$ cat src/rtl/dmp_pkg.sv
// rtl/dmp_pkg.sv - shared state encoding and mux select constants for the GCD processor
package dmp_pkg;

    typedef enum logic [2:0] {
        IDLE  = 3'd0,
        LOAD  = 3'd1,
        TEST  = 3'd2,
        SUB_X = 3'd3,
        SUB_Y = 3'd4,
        OUT   = 3'd5,
        DONE  = 3'd6
    } state_t;

    localparam logic SEL_EXT = 1'b1;
    localparam logic SEL_SUB = 1'b0;

endpackage

$ cat src/rtl/gcd_controller_if.sv
// rtl/gcd_controller_if.sv - host handshake, datapath status and control lines of the GCD controller
interface gcd_controller_if #(
    parameter int CNT_W = 8
);
    logic             start;
    logic             ack;
    logic             x_eq_y;
    logic             x_gt_y;
    logic             x_zero;
    logic             y_zero;
    logic             x_sel;
    logic             y_sel;
    logic             x_ld;
    logic             y_ld;
    logic             out_ld;
    logic             busy;
    logic             done;
    logic             err;
    logic [CNT_W-1:0] iter;

    modport master (
        input  start, ack, x_eq_y, x_gt_y, x_zero, y_zero,
        output x_sel, y_sel, x_ld, y_ld, out_ld, busy, done, err, iter
    );

    modport slave (
        output start, ack, x_eq_y, x_gt_y, x_zero, y_zero,
        input  x_sel, y_sel, x_ld, y_ld, out_ld, busy, done, err, iter
    );

endinterface

$ cat src/rtl/iter_counter.sv
// rtl/iter_counter.sv - saturating subtract-step counter with sync clear and terminal flag
module iter_counter #(
    parameter int CNT_W = 8
) (
    input  logic             clk,
    input  logic             reset,
    input  logic             clr,
    input  logic             en,
    output logic [CNT_W-1:0] count,
    output logic             term
);

    assign term = &count;

    always_ff @(posedge clk) begin
        if (reset || clr) begin
            count <= '0;
        end else if (en && !term) begin
            count <= count + CNT_W'(1);
        end
    end

endmodule

$ cat src/rtl/gcd_controller.sv
// rtl/gcd_controller.sv - Moore FSM sequencing the 8-bit subtractive GCD datapath
// Optional iteration timeout is built only when GCD_TIMEOUT_EN is defined.
module gcd_controller
    import dmp_pkg::*;
#(
    parameter int CNT_W    = 8,
    parameter int MAX_ITER = 255
) (
    input  logic             clk,
    input  logic             reset,
    gcd_controller_if.master bus
);

    state_t           state;
    state_t           state_nxt;
    logic             err_q;
    logic [CNT_W-1:0] iter_q;
    logic             iter_term;
    logic             timeout;
    logic             zero_op;

    if (MAX_ITER < 1 || MAX_ITER > (1 << CNT_W) - 1) begin : g_max_iter_range
        $error("MAX_ITER must fit the iteration counter");
    end

`ifdef GCD_TIMEOUT_EN
    assign timeout = (iter_q >= CNT_W'(MAX_ITER));
`else
    assign timeout = 1'b0;
`endif

    assign zero_op = bus.x_zero | bus.y_zero;

    iter_counter #(.CNT_W(CNT_W)) u_iter (
        .clk   (clk),
        .reset (reset),
        .clr   (state == LOAD),
        .en    ((state == SUB_X || state == SUB_Y) && !iter_term),
        .count (iter_q),
        .term  (iter_term)
    );

    always_ff @(posedge clk) begin
        if (reset) begin
            state <= IDLE;
        end else begin
            state <= state_nxt;
        end
    end

    // err is captured on the TEST exit so it can be presented from a register while in DONE
    always_ff @(posedge clk) begin
        if (reset || state == LOAD) begin
            err_q <= 1'b0;
        end else if (state == TEST && (zero_op || timeout)) begin
            err_q <= 1'b1;
        end
    end

    always_comb begin
        state_nxt = state;
        case (state)
            IDLE:    if (bus.start) state_nxt = LOAD;
            LOAD:    state_nxt = TEST;
            TEST: begin
                if (zero_op)         state_nxt = DONE;
                else if (timeout)    state_nxt = DONE;
                else if (bus.x_eq_y) state_nxt = OUT;
                else if (bus.x_gt_y) state_nxt = SUB_X;
                else                 state_nxt = SUB_Y;
            end
            SUB_X:   state_nxt = TEST;
            SUB_Y:   state_nxt = TEST;
            OUT:     state_nxt = DONE;
            DONE:    if (bus.ack) state_nxt = IDLE;
            default: state_nxt = IDLE;
        endcase
    end

    logic x_sel_c, y_sel_c, x_ld_c, y_ld_c, out_ld_c;

    always_comb begin
        x_sel_c  = SEL_SUB;
        y_sel_c  = SEL_SUB;
        x_ld_c   = 1'b0;
        y_ld_c   = 1'b0;
        out_ld_c = 1'b0;
        case (state)
            LOAD: begin
                x_sel_c = SEL_EXT;
                y_sel_c = SEL_EXT;
                x_ld_c  = 1'b1;
                y_ld_c  = 1'b1;
            end
            SUB_X:   x_ld_c   = 1'b1;
            SUB_Y:   y_ld_c   = 1'b1;
            OUT:     out_ld_c = 1'b1;
            default: ;
        endcase
    end

    assign bus.x_sel  = x_sel_c;
    assign bus.y_sel  = y_sel_c;
    assign bus.x_ld   = x_ld_c;
    assign bus.y_ld   = y_ld_c;
    assign bus.out_ld = out_ld_c;
    assign bus.busy   = (state != IDLE);
    assign bus.done   = (state == DONE);
    assign bus.err    = (state == DONE) && err_q;
    assign bus.iter   = iter_q;

endmodule
$ cat src/flat_wrapper.sv
// flat-port wrapper written by rule: the top's interface ports become plain ports
module gcd_controller_flat import dmp_pkg::*;
#(
    parameter int CNT_W    = 8,
    parameter int MAX_ITER = 255
)
  (clk, reset, bus_start, bus_ack, bus_x_eq_y, bus_x_gt_y, bus_x_zero, bus_y_zero, bus_x_sel, bus_y_sel, bus_x_ld, bus_y_ld, bus_out_ld, bus_busy, bus_done, bus_err, bus_iter);
  gcd_controller_if #(.CNT_W(CNT_W)) bus_i ();
  input  logic clk;
  input  logic reset;
  input wire logic [$bits(bus_i.start)-1:0] bus_start;
  input wire logic [$bits(bus_i.ack)-1:0] bus_ack;
  input wire logic [$bits(bus_i.x_eq_y)-1:0] bus_x_eq_y;
  input wire logic [$bits(bus_i.x_gt_y)-1:0] bus_x_gt_y;
  input wire logic [$bits(bus_i.x_zero)-1:0] bus_x_zero;
  input wire logic [$bits(bus_i.y_zero)-1:0] bus_y_zero;
  output wire logic [$bits(bus_i.x_sel)-1:0] bus_x_sel;
  output wire logic [$bits(bus_i.y_sel)-1:0] bus_y_sel;
  output wire logic [$bits(bus_i.x_ld)-1:0] bus_x_ld;
  output wire logic [$bits(bus_i.y_ld)-1:0] bus_y_ld;
  output wire logic [$bits(bus_i.out_ld)-1:0] bus_out_ld;
  output wire logic [$bits(bus_i.busy)-1:0] bus_busy;
  output wire logic [$bits(bus_i.done)-1:0] bus_done;
  output wire logic [$bits(bus_i.err)-1:0] bus_err;
  output wire logic [$bits(bus_i.iter)-1:0] bus_iter;
  assign bus_i.start = bus_start;
  assign bus_i.ack = bus_ack;
  assign bus_i.x_eq_y = bus_x_eq_y;
  assign bus_i.x_gt_y = bus_x_gt_y;
  assign bus_i.x_zero = bus_x_zero;
  assign bus_i.y_zero = bus_y_zero;
  assign bus_x_sel = bus_i.x_sel;
  assign bus_y_sel = bus_i.y_sel;
  assign bus_x_ld = bus_i.x_ld;
  assign bus_y_ld = bus_i.y_ld;
  assign bus_out_ld = bus_i.out_ld;
  assign bus_busy = bus_i.busy;
  assign bus_done = bus_i.done;
  assign bus_err = bus_i.err;
  assign bus_iter = bus_i.iter;
  gcd_controller #(.CNT_W(CNT_W), .MAX_ITER(MAX_ITER)) u_core (.clk(clk), .reset(reset), .bus(bus_i));
endmodule
$ cat config.mk
export PLATFORM = sky130hd
export DESIGN_NAME = gcd_controller_flat
export DESIGN_NICKNAME = d
export VERILOG_FILES = /design/src/rtl/dmp_pkg.sv /design/src/rtl/gcd_controller_if.sv /design/src/rtl/iter_counter.sv /design/src/rtl/gcd_controller.sv /design/src/flat_wrapper.sv
export SDC_FILE = /design/constraint.sdc
export NUM_CORES = 1
export LEC_CHECK = 0
export CORE_AREA = 2 2 44 46
export CTS_CLUSTER_DIAMETER = 60
export DETAILED_ROUTE_END_ITERATION = 6
export DIE_AREA = 0 0 46 48
export PLACE_DENSITY = 0.78
export SETUP_SLACK_MARGIN = 0.5
export SLEW_MARGIN = 20
export SYNTH_ARGS = -nofsm -noshare
export SYNTH_HDL_FRONTEND = slang
export SYNTH_SLANG_ARGS = --single-unit
export TNS_END_PERCENT = 30
$ cat constraint.sdc
create_clock -name clk -period 2.12 [get_ports clk]
set_clock_uncertainty 0.2 [all_clocks]
set_input_delay 0.212 -clock clk [delete_from_list [all_inputs] [get_ports clk]]
set_output_delay 0.212 -clock clk [all_outputs]
set_load 0.05 [all_outputs]
==> metrics, run 1 <==
Final Hold Viols=0; # DRC=0; clock-pin slew on the worst setup and hold paths=0.08 ns; Critical Path RT=1.71 ns; root buffer cell=clkbuf_4; synthesized netlist cell count=82; Period Utilization, post-route=80.2%; Final Wtd Congestion=0.803; critical path cell sequence=dlygate4sd2_1; count leader, synth=dfxtp_1; Pleak=0.500 nW; CP max stage cell=dlygate4sd2_1; wire per inst=12.2 um; synth warn=0; DP Cell Count=117; max incr delay on CP=0.57 ns; setup TNS=0 ns; GRT Util Overall=15.4%; Final Util=63.2%; met1 usage=17.1%; Avg Cell Area, Syn=8.54 um^2; Post-Synthesis Net Count=91; critical path's top delay family=buffers and inverters; Power Density=581 mW/mm^2; final net count=121; post-detail-place hpwl=1.11 mm; Worst slew margin=66.5%; Vias/cell=5.50; core area=0.00169 mm^2; WP buf/inv=1; Die ar.=0.00221 mm^2; fraction of layout cells with a size suffix above 1=32.7%; number of inserted diodes=0; final WL=1.55 mm; worst r2r path cells=4; Initial DRC Count=9; # Max-Cap Violations=0; DR vias=698; Max Fanout on Critical Path=7; crit path from=u_core.u_iter.count[2]; Post-synth EDFFs=0; pins over their slew limit=0; Initial Util=41.5%; Synth area leaders=dfxtp_1, mux2i_1, o21ai_0, nor2_1, xor2_1; antenna-violating nets left=0; TritonCTS buffer count=3; clock tree sinks=12; Async SR Flop Fraction=0%; post-synthesis cell type count=33; Reg2Reg Setup Slack=0.48 ns; DIE HEIGHT=48 um; Max VDD drop=0.000341 V; first-pass GRT wire length=2.47 mm; Synth Flop Type=dfxtp_1; CTS tree=built; Clk Latency, worst-skew pair=0.27 ns; initial antenna violation count=0; R2R Path End=u_core.u_iter.count[5]; RSZ-0062 raised after global routing=true; post-layout min period=1.70 ns; CP Depth=1; H-tree levels=1; largest net degree at the start of global routing=16; Synth Register Bits=12; met2 usage=27.5%; GR Util met3=6.79%; worst hold path class=reg -> reg; Row Count=15; CP arrival=1.29 ns; Area Growth Syn to Fin=52.3%; FF-to-FF Start=u_core.state[2]; grt peak-use layer=met2; CP endpoint kind=output port; Final Non-Filler Cells=127; IO Pins=24; gr ovfl total=0; Mapped Area=701 um^2; crit path to=bus_iter[2]; Seq/Total Area, Yosys=34.3%; top post-synthesis cells by count=dfxtp_1, nor2_1, o21ai_0, a21oi_1, nand2_1; Startpoint Class=register; number of global-route vias before repair=590; drt pass-1 iters=4; status=complete, no violations; area leader, netlist=dfxtp_1; # port buffers=23; Setup CP Type=reg -> out; CTS Hold Bufs=0; final setup fails=0; worst slew pin tran=0.501 ns; clock tree buffer depth=2; Synth top area share=34.3%; Die W=46 um; fmax=0.588 GHz
-- sequential cells by signal, indices dropped and copies added (netlist names) --
signal	flops
u_core.err_q	1
u_core.state	3
u_core.u_iter.count	8
-- kinds of logic after synthesis --
family                   after synthesis  synth area share [%]
AND/OR/NAND/NOR                       34                  28.9
adder cells (fa/ha/maj)                1                  1.79
AO/OA/AOI/OAI                         20                  19.8
multiplexers                           3                  4.29
buffers and inverters                  8                  5.89
XOR/XNOR                               4                  5.00
flip-flops                            12                  34.3
-- layout make-up --
type | count | area, um^2
inverter | 3 | 11.3
fill | 151 | 622
tap | 17 | 21.3
clock buffer | 3 | 22.5
multi-input combinational | 62 | 462
timing repair buffer | 30 | 295
sequential | 12 | 255
-- power breakdown --
| part | leakage [nW] | internal (mW) | total, mW | switching [mW] |
|---|---|---|---|---|
| clock | 0.0138 | 0.0657 | 0.139 | 0.0737 |
| sequential | 0.101 | 0.239 | 0.262 | 0.0231 |
| combinational | 0.385 | 0.0969 | 0.219 | 0.122 |
| total | 0.500 | 0.401 | 0.620 | 0.219 |
-- worst min-delay path: stages (launching register included) --
cell and delay [ns]:
dfxtp_2 0.35, mux2i_1 0.07, nor2_1 0.08
-- cell usage in the layout, fill, tap and decap left out, types with 3 or more instances in the layout --
cell,instances
clkdlybuf4s50_1,7
buf_4,13
a21oi_1,5
dfxtp_4,3
inv_1,3
xor2_1,3
or3_1,3
dlymetal6s2s_1,4
nand3b_1,3
clkbuf_4,3
dfxtp_1,6
dfxtp_2,3
mux2i_1,3
nor2_1,7
o21ai_0,6
nand2_1,4
-- timing repair --
action	in CTS	in global routing
endpoints found under the setup margin	17	22
pin swaps	0	0
setup buffers	3	4
gates resized for setup	10	9
-- per-stage QoR --
step / setup WS [ns] / total power [mW] / hold WS [ns] / instance area (um^2)
global placement: 0.399 / 0.458 / 0.297 / 953
floorplan: 0.356 / 0.416 / 0.0737 / 737
finish: 0.419 / 0.620 / 0.323 / 1070
global route: 0.361 / 0.652 / 0.356 / 1070
detailed placement: 0.337 / 0.460 / 0.301 / 953
CTS: 0.242 / 0.611 / 0.316 / 1010
-- how the worst min path moves through the flow --
stage / start / end / cells past startpoint
2_1_floorplan: reset / u_core.state[2] / 1
3_3_place_gp: u_core.u_iter.count[5] / u_core.u_iter.count[5] / 2
3_5_place_dp: u_core.err_q / u_core.err_q / 2
4_1_cts: u_core.err_q / u_core.err_q / 2
5_1_grt: u_core.u_iter.count[1] / u_core.u_iter.count[1] / 2
6_report: u_core.u_iter.count[1] / u_core.u_iter.count[1] / 2
-- per-layer routing --
metal  vias up  share of wire, %
met4         0               1.6
li1        349                 -
met2        30                49
met5         -                 0
met3         6               8.2
met1       313                42
Power figures use the tool's default switching activity.
==> run 2: changes to the inputs <==
--- a/config.mk
+++ b/config.mk
@@ -5,11 +5,11 @@
 export SDC_FILE = /design/constraint.sdc
 export NUM_CORES = 1
 export LEC_CHECK = 0
-export CORE_AREA = 2 2 44 46
+export CORE_AREA = 2 2 46 48
 export CTS_CLUSTER_DIAMETER = 60
 export DETAILED_ROUTE_END_ITERATION = 6
-export DIE_AREA = 0 0 46 48
-export PLACE_DENSITY = 0.78
+export DIE_AREA = 0 0 48 50
+export PLACE_DENSITY = 0.75
 export SETUP_SLACK_MARGIN = 0.5
 export SLEW_MARGIN = 20
 export SYNTH_ARGS = -nofsm -noshare
==> constraint.sdc (replaced) <==
create_clock -name clk -period 1.4 [get_ports clk]
set_clock_uncertainty 0.2 [all_clocks]
set_input_delay 0.14 -clock clk [delete_from_list [all_inputs] [get_ports clk]]
set_output_delay 0.14 -clock clk [all_outputs]
set_load 0.05 [all_outputs]
==> run 2 against run 1 <==
Effect of this change: the flow now finishes with violations (setup timing); power increased by 100%; flip-flop and latch count did not move; first-iteration DRC count rose by 44%; global-route usage up 8.2 points; combinational power rose to 2.6 times the previous value; non-clock buffer count up 25; worst hold slack worse by 0.068 ns; clock power up 110%; critical path type unchanged.
==> metrics, run 2 (synthesis results as in run 1) <==
pins over their slew limit=0 (unchanged); H-tree levels=1 (unchanged); Clk Latency, worst-skew pair=0.28 ns (was 0.27 ns); worst hold stages=3 (was 2); Startpoint Class=register (unchanged); Period Utilization, post-route=119%; CP arrival=1.32 ns (was 1.29 ns); Most flops, register=u_core.u_iter.count (unchanged); Pleak=0.611 nW (was 0.500 nW); initial antenna violation count=0 (unchanged); # Max-Cap Violations=0 (unchanged); number of inserted diodes=0 (unchanged); DR vias=859 (was 698); post-route cell area=0.00153 mm^2 (was 0.00107 mm^2); Sw Ratio=33.6% (was 35.3%); Final Hold Viols=0 (unchanged); Max Fanout on Critical Path=7 (unchanged); Post-DP Area=0.00129 mm^2 (was 953 um^2); Power Density=814 mW/mm^2 (was 581 mW/mm^2); Max VDD drop=0.000859 V (was 0.000341 V); Reg power frac=30.6% (was 42.2%); P_int=0.824 mW (was 0.401 mW); number of flip-flops in the largest register=8 (unchanged); post-layout min period=1.66 ns; CP max stage cell=or3_4 (was dlygate4sd2_1); number of global-route vias before repair=931 (was 590); clock-pin slew on the worst setup and hold paths=0.08 ns (about the same); Final WS setup=-0.265 ns (was 0.419 ns); # DRC=0 (unchanged); core area=0.00190 mm^2 (was 0.00169 mm^2); switching pwr=0.417 mW (was 0.219 mW); Hold Path Origin=bus_start (was u_core.u_iter.count[1]); hold_ws=0.255 ns (was 0.323 ns); worst r2r path cells=6 (was 4); status=finished, violations left (was complete, no violations); clock network power share=23.3% (was 22.5%); CP endpoint kind=output port (unchanged); fmax=0.601 GHz; final WL=2.50 mm (was 1.55 mm); # port buffers=23 (unchanged); WP buf/inv=2 (was 1); worst slew pin tran=0.249 ns (was 0.501 ns); Setup CP Type=reg -> out (unchanged); critical path cell sequence=buf_6 -> or3_4 -> buf_12 (was dlygate4sd2_1); critical path's top delay family=simple AND/OR/NAND/NOR gates (was buffers and inverters); max incr delay on CP=0.39 ns (was 0.57 ns); Initial DRC Count=13 (was 9); most common cell after layout, fill and taps aside=buf_4 (unchanged); drt pass-1 iters=4 (unchanged); Largest regs=u_core.u_iter.count x8, u_core.state x3, u_core.err_q x1 (unchanged); TritonCTS buffer count=3 (unchanged); failing checks=setup timing; FF-to-FF Start=u_core.state[1] (was u_core.state[2]); DIE HEIGHT=50 um (was 48 um); Vias/cell=5.27 (was 5.50); first-pass GRT wire length=3.99 mm (was 2.47 mm); Die ar.=0.00240 mm^2 (was 0.00221 mm^2); Final Util=80.2% (was 63.2%); Die W=48 um (was 46 um); GRT Util Overall=23.6% (was 15.4%); Worst slew margin=83.3% (was 66.5%); Critical Path RT=1.06 ns (was 1.71 ns); final setup fails=18 (was 0); wire per inst=15.3 um (was 12.2 um); Row Count=16 (was 15); post-detail-place hpwl=1.56 mm (was 1.11 mm); Final Wtd Congestion=0.878 (was 0.803); Initial Util=36.8% (was 41.5%); largest net degree at the start of global routing=9 (was 16); R2R Path End=u_core.u_iter.count[5] (unchanged); gr ovfl total=0 (unchanged); Logic pwr share=46.1% (was 35.3%); CTS Hold Bufs=0 (unchanged); Reg2Reg Setup Slack=-0.20 ns (was 0.48 ns); root buffer cell=clkbuf_4 (unchanged); RSZ-0062 raised after global routing=true (unchanged); final net count=146 (was 121); CTS tree=built (unchanged); worst hold path class=in -> reg (was reg -> reg); IO Pins=24 (unchanged); fraction of layout cells with a size suffix above 1=58.8% (was 32.7%); antenna-violating nets left=0 (unchanged); clock tree buffer depth=2 (unchanged); clock tree sinks=12 (unchanged); count of filler cells inserted in the layout=113 (was 151); Area Growth Syn to Fin=118% (was 52.3%); Hold EP=u_core.state[0] (was u_core.u_iter.count[1]); most frequent cells in the layout=buf_4, buf_12, buf_6 (was buf_4, nor2_1, clkdlybuf4s50_1)
run 2: cell types whose count changed in the layout (fill, tap and decap cells not counted), moves of 4 or more:
cell / delta
buf_4: +8
buf_6: +11
buf_12: +14
dlymetal6s2s_1: -4
run 2: tightest hold or removal path, cell delays in order:
cell,delay (ns)
clkdlybuf4s50_1,0.39
mux2i_1,0.13
nor2_1,0.05
run 2: how the worst max path moves through the flow:
stage,from,endpoint,depth (start not counted),slack [ns]
after floorplan,u_core.state[2],u_core.u_iter.count[6],5,-0.33
after global placement,u_core.u_iter.count[0],u_core.u_iter.count[4],5,-0.09
after detailed placement,bus_y_zero,u_core.state[1],5,-0.12
after CTS,u_core.state[2],bus_busy,3,-0.24
after global routing,u_core.state[1],u_core.u_iter.count[5],6,-0.30
final,u_core.state[2],bus_busy,3,-0.26
run 2: power by group through the flow:
stage                     registers [mW]  clock network (mW)  logic, mW
final                              0.380               0.289      0.572
after global routing               0.382               0.304      0.599
after CTS                          0.380               0.292      0.533
after detailed placement           0.388                   0      0.460
after global placement             0.386                   0      0.454
after floorplan                    0.393                   0      0.237
run 2: timing repair:
action / 4_1_cts / 5_1_grt
endpoints found under the setup margin: 28 / 28
resized for setup: 20 / 12
pin swaps: 3 / 8
buffers inserted: 7 / 2
run 2: layout make-up:
type / count / area (um^2) / share of cell area (%)
Clock buffer: 4 / 36.3 / 2.38
Inverter: 3 / 11.3 / 0.738
Sequential cell: 12 / 254 / 16.7
Multi-Input combinational cell: 62 / 518 / 34.0
Timing Repair Buffer: 55 / 672 / 44.1
Tap cell: 27 / 33.8 / 2.21
run 2: metal layers:
metal / global-route usage, % / vias to the layer above / wire length, um
met5: 0 / - / 0
li1: - / 403 / -
met3: 4.40 / 11 / 119
met2: 42.7 / 33 / 1370
met1: 23.3 / 412 / 920
met4: 13.1 / 0 / 92
run 2: metrics by stage:
| stage | setup TNS (ns) | power, mW | setup WS (ns) | cells |
|---|---|---|---|---|
| after floorplan | -3.33 | 0.630 | -0.328 | 82 |
| after detailed placement | -0.851 | 0.848 | -0.120 | 150 |
| after global routing | -4.21 | 1.29 | -0.300 | 163 |
| final | -3.17 | 1.24 | -0.265 | 163 |
| after CTS | -2.60 | 1.20 | -0.240 | 161 |
| after global placement | -0.452 | 0.840 | -0.0926 | 150 |
==> run 3: changes to the inputs <==
--- a/config.mk
+++ b/config.mk
@@ -5,11 +5,13 @@
 export SDC_FILE = /design/constraint.sdc
 export NUM_CORES = 1
 export LEC_CHECK = 0
-export CORE_AREA = 2 2 46 48
+export CORE_AREA = 2 2 45 47
+export CTS_BUF_LIST = sky130_fd_sc_hd__clkbuf_2 sky130_fd_sc_hd__clkbuf_4 sky130_fd_sc_hd__clkbuf_8
 export CTS_CLUSTER_DIAMETER = 60
 export DETAILED_ROUTE_END_ITERATION = 6
-export DIE_AREA = 0 0 48 50
-export PLACE_DENSITY = 0.75
+export DIE_AREA = 0 0 47 49
+export HOLD_SLACK_MARGIN = 0.03
+export PLACE_DENSITY = 0.78
 export SETUP_SLACK_MARGIN = 0.5
 export SLEW_MARGIN = 20
 export SYNTH_ARGS = -nofsm -noshare
==> run 3 against run 2 <==
Effect of this change: combinational power is 3.8% higher; worst setup slack improved by 0.028 ns; the run still ends with setup timing left; clock power decreased by 24%; flip-flop and latch count is the same; cell area increased by 1.5%; critical endpoint unchanged; critical path type unchanged; largest power group unchanged; wire length increased by 9.8%; core utilization grew 3.8 points; register-to-register slack got worse by 0.03 ns; power is 3.6% lower; final cell count up 1.2%.
==> metrics, run 3 (synthesis results as in run 1) <==
Vias/cell=5.47 (was 5.27); wire per inst=16.6 um (was 15.3 um); CTS tree=built (unchanged); Worst slew margin=82.1% (was 83.3%); DP Cell Count=150 (unchanged); Sw Ratio=34.7% (was 33.6%); root buffer cell=clkbuf_4 (unchanged); H-tree levels=1 (unchanged); GRT Util Overall=24.6% (was 23.6%); failing checks=setup timing (unchanged); RSZ-0062 raised after global routing=true (unchanged); worst r2r path cells=6 (unchanged); CP arrival=1.30 ns (was 1.32 ns); drt pass-1 iters=4 (unchanged); initial antenna violation count=0 (unchanged); # Max-Cap Violations=0 (unchanged); DR vias=903 (was 859); largest net degree at the start of global routing=9 (unchanged); TritonCTS buffer count=3 (unchanged); Most flops, register=u_core.u_iter.count (unchanged); post-route cell area=0.00155 mm^2 (was 0.00153 mm^2); switching pwr=0.415 mW (was 0.417 mW); Critical Path RT=1.06 ns (about the same); most common cell after layout, fill and taps aside=buf_4 (unchanged); # DRC=0 (unchanged); Period Utilization, post-route=117% (was 119%); Startpoint Class=register (unchanged); Row Count=16 (unchanged); clock tree buffer depth=2 (unchanged); count of filler cells inserted in the layout=105 (was 113); CTS Hold Bufs=0 (unchanged); DIE HEIGHT=49 um (was 50 um); Logic pwr share=49.6% (was 46.1%); clock network power share=18.4% (was 23.3%); antenna-violating nets left=0 (unchanged); # port buffers=23 (unchanged); Max Fanout on Critical Path=4 (was 7); number of inserted diodes=0 (unchanged); Area Growth Syn to Fin=121% (was 118%); Max VDD drop=0.000656 V (was 0.000859 V); clock tree sinks=12 (unchanged); setup TNS=-3.01 ns (was -3.17 ns); final setup fails=18 (unchanged); Final Wtd Congestion=0.839 (was 0.878); Final Non-Filler Cells=165 (was 163); number of flip-flops in the largest register=8 (unchanged); Power Density=773 mW/mm^2 (was 814 mW/mm^2); fraction of layout cells with a size suffix above 1=62.3% (was 58.8%); Reg power frac=32.0% (was 30.6%); Largest regs=u_core.u_iter.count x8, u_core.state x3, u_core.err_q x1 (unchanged); hold_ws=0.299 ns (was 0.255 ns); Final WS setup=-0.236 ns (was -0.265 ns); post-layout min period=1.64 ns (was 1.66 ns); Setup CP Type=reg -> out (unchanged); pins over their slew limit=0 (unchanged); core area=0.00184 mm^2 (was 0.00190 mm^2); worst hold path class=in -> reg (unchanged); most frequent cells in the layout=buf_4, buf_12, buf_6 (unchanged); gr ovfl total=0 (unchanged); clock-pin slew on the worst setup and hold paths=0.08 ns (about the same); first-pass GRT wire length=4.21 mm (was 3.99 mm); fmax=0.611 GHz (was 0.601 GHz); Initial Util=38.0% (was 36.8%); Die ar.=0.00230 mm^2 (was 0.00240 mm^2); post-detail-place hpwl=1.58 mm (was 1.56 mm); Final Hold Viols=0 (unchanged); worst hold stages=3 (unchanged); DP Worst Slack=-0.148 ns (was -0.120 ns); IO Pins=24 (unchanged); Clk Latency, worst-skew pair=0.28 ns (about the same); P_int=0.781 mW (was 0.824 mW); Pleak=0.623 nW (was 0.611 nW); final WL=2.74 mm (was 2.50 mm); Die W=47 um (was 48 um); status=finished, violations left (unchanged); Initial DRC Count=22 (was 13); worst slew pin tran=0.268 ns (was 0.249 ns); CP endpoint kind=output port (unchanged); final net count=149 (was 146); Post-DP Area=0.00129 mm^2 (unchanged); number of global-route vias before repair=925 (was 931)
-- run 3: changes by cell type in the layout (fill, tap and decap cells not counted), sizes merged --
cell / previous run / this run
buf: 48 / 51
clkbuf: 4 / 3
-- run 3: repair_timing --
action,in CTS,in global routing
pin swaps,10,10
setup buffers,7,5
setup endpoints to repair,28,28
gates resized for setup,25,12
-- run 3: path summary, 6_finish.rpt --
kind	start	endpoint	slack, ns
worst max-delay path	u_core.state[2]	bus_busy	-0.24
worst min-delay path	bus_start	u_core.state[0]	0.30
worst min register to register	u_core.err_q	u_core.err_q	0.30
worst max register to register	u_core.state[1]	u_core.u_iter.count[7]	-0.23
-- run 3: power groups by stage --
stage | registers, mW | clock network [mW] | logic (mW)
2_1_floorplan | 0.393 | 0 | 0.237
3_3_place_gp | 0.386 | 0 | 0.453
3_5_place_dp | 0.388 | 0 | 0.461
4_1_cts | 0.381 | 0.223 | 0.548
5_1_grt | 0.384 | 0.234 | 0.617
6_report | 0.383 | 0.220 | 0.594
-- run 3: stage by stage --
stage,utilization (%),power [mW]
after floorplan,-,0.630
after global placement,70.3,0.839
after detailed placement,70.3,0.849
after CTS,79.6,1.15
after global routing,84.0,1.24
final,84.0,1.20
-- run 3: layout make-up --
type | instances | area [um^2] | share of cell area [%]
sequential | 12 | 254 | 16.4
clock buffer | 3 | 22.5 | 1.46
tap | 27 | 33.8 | 2.18
multi-input combinational | 62 | 528 | 34.1
timing repair buffer | 58 | 698 | 45.1
inverter | 3 | 11.3 | 0.728
-- run 3: critical path: stages, from the launching register on --
cell and delay, ns:
dfxtp_4 0.37, buf_6 0.13, or3_4 0.36, buf_12 0.16
-- run 3: per-layer routing --
metal	track usage [%]	share of wire, %
met3	7.04	6.0
met1	28.4	38
met2	42.0	53
met5	0	0
met4	7.41	2.8
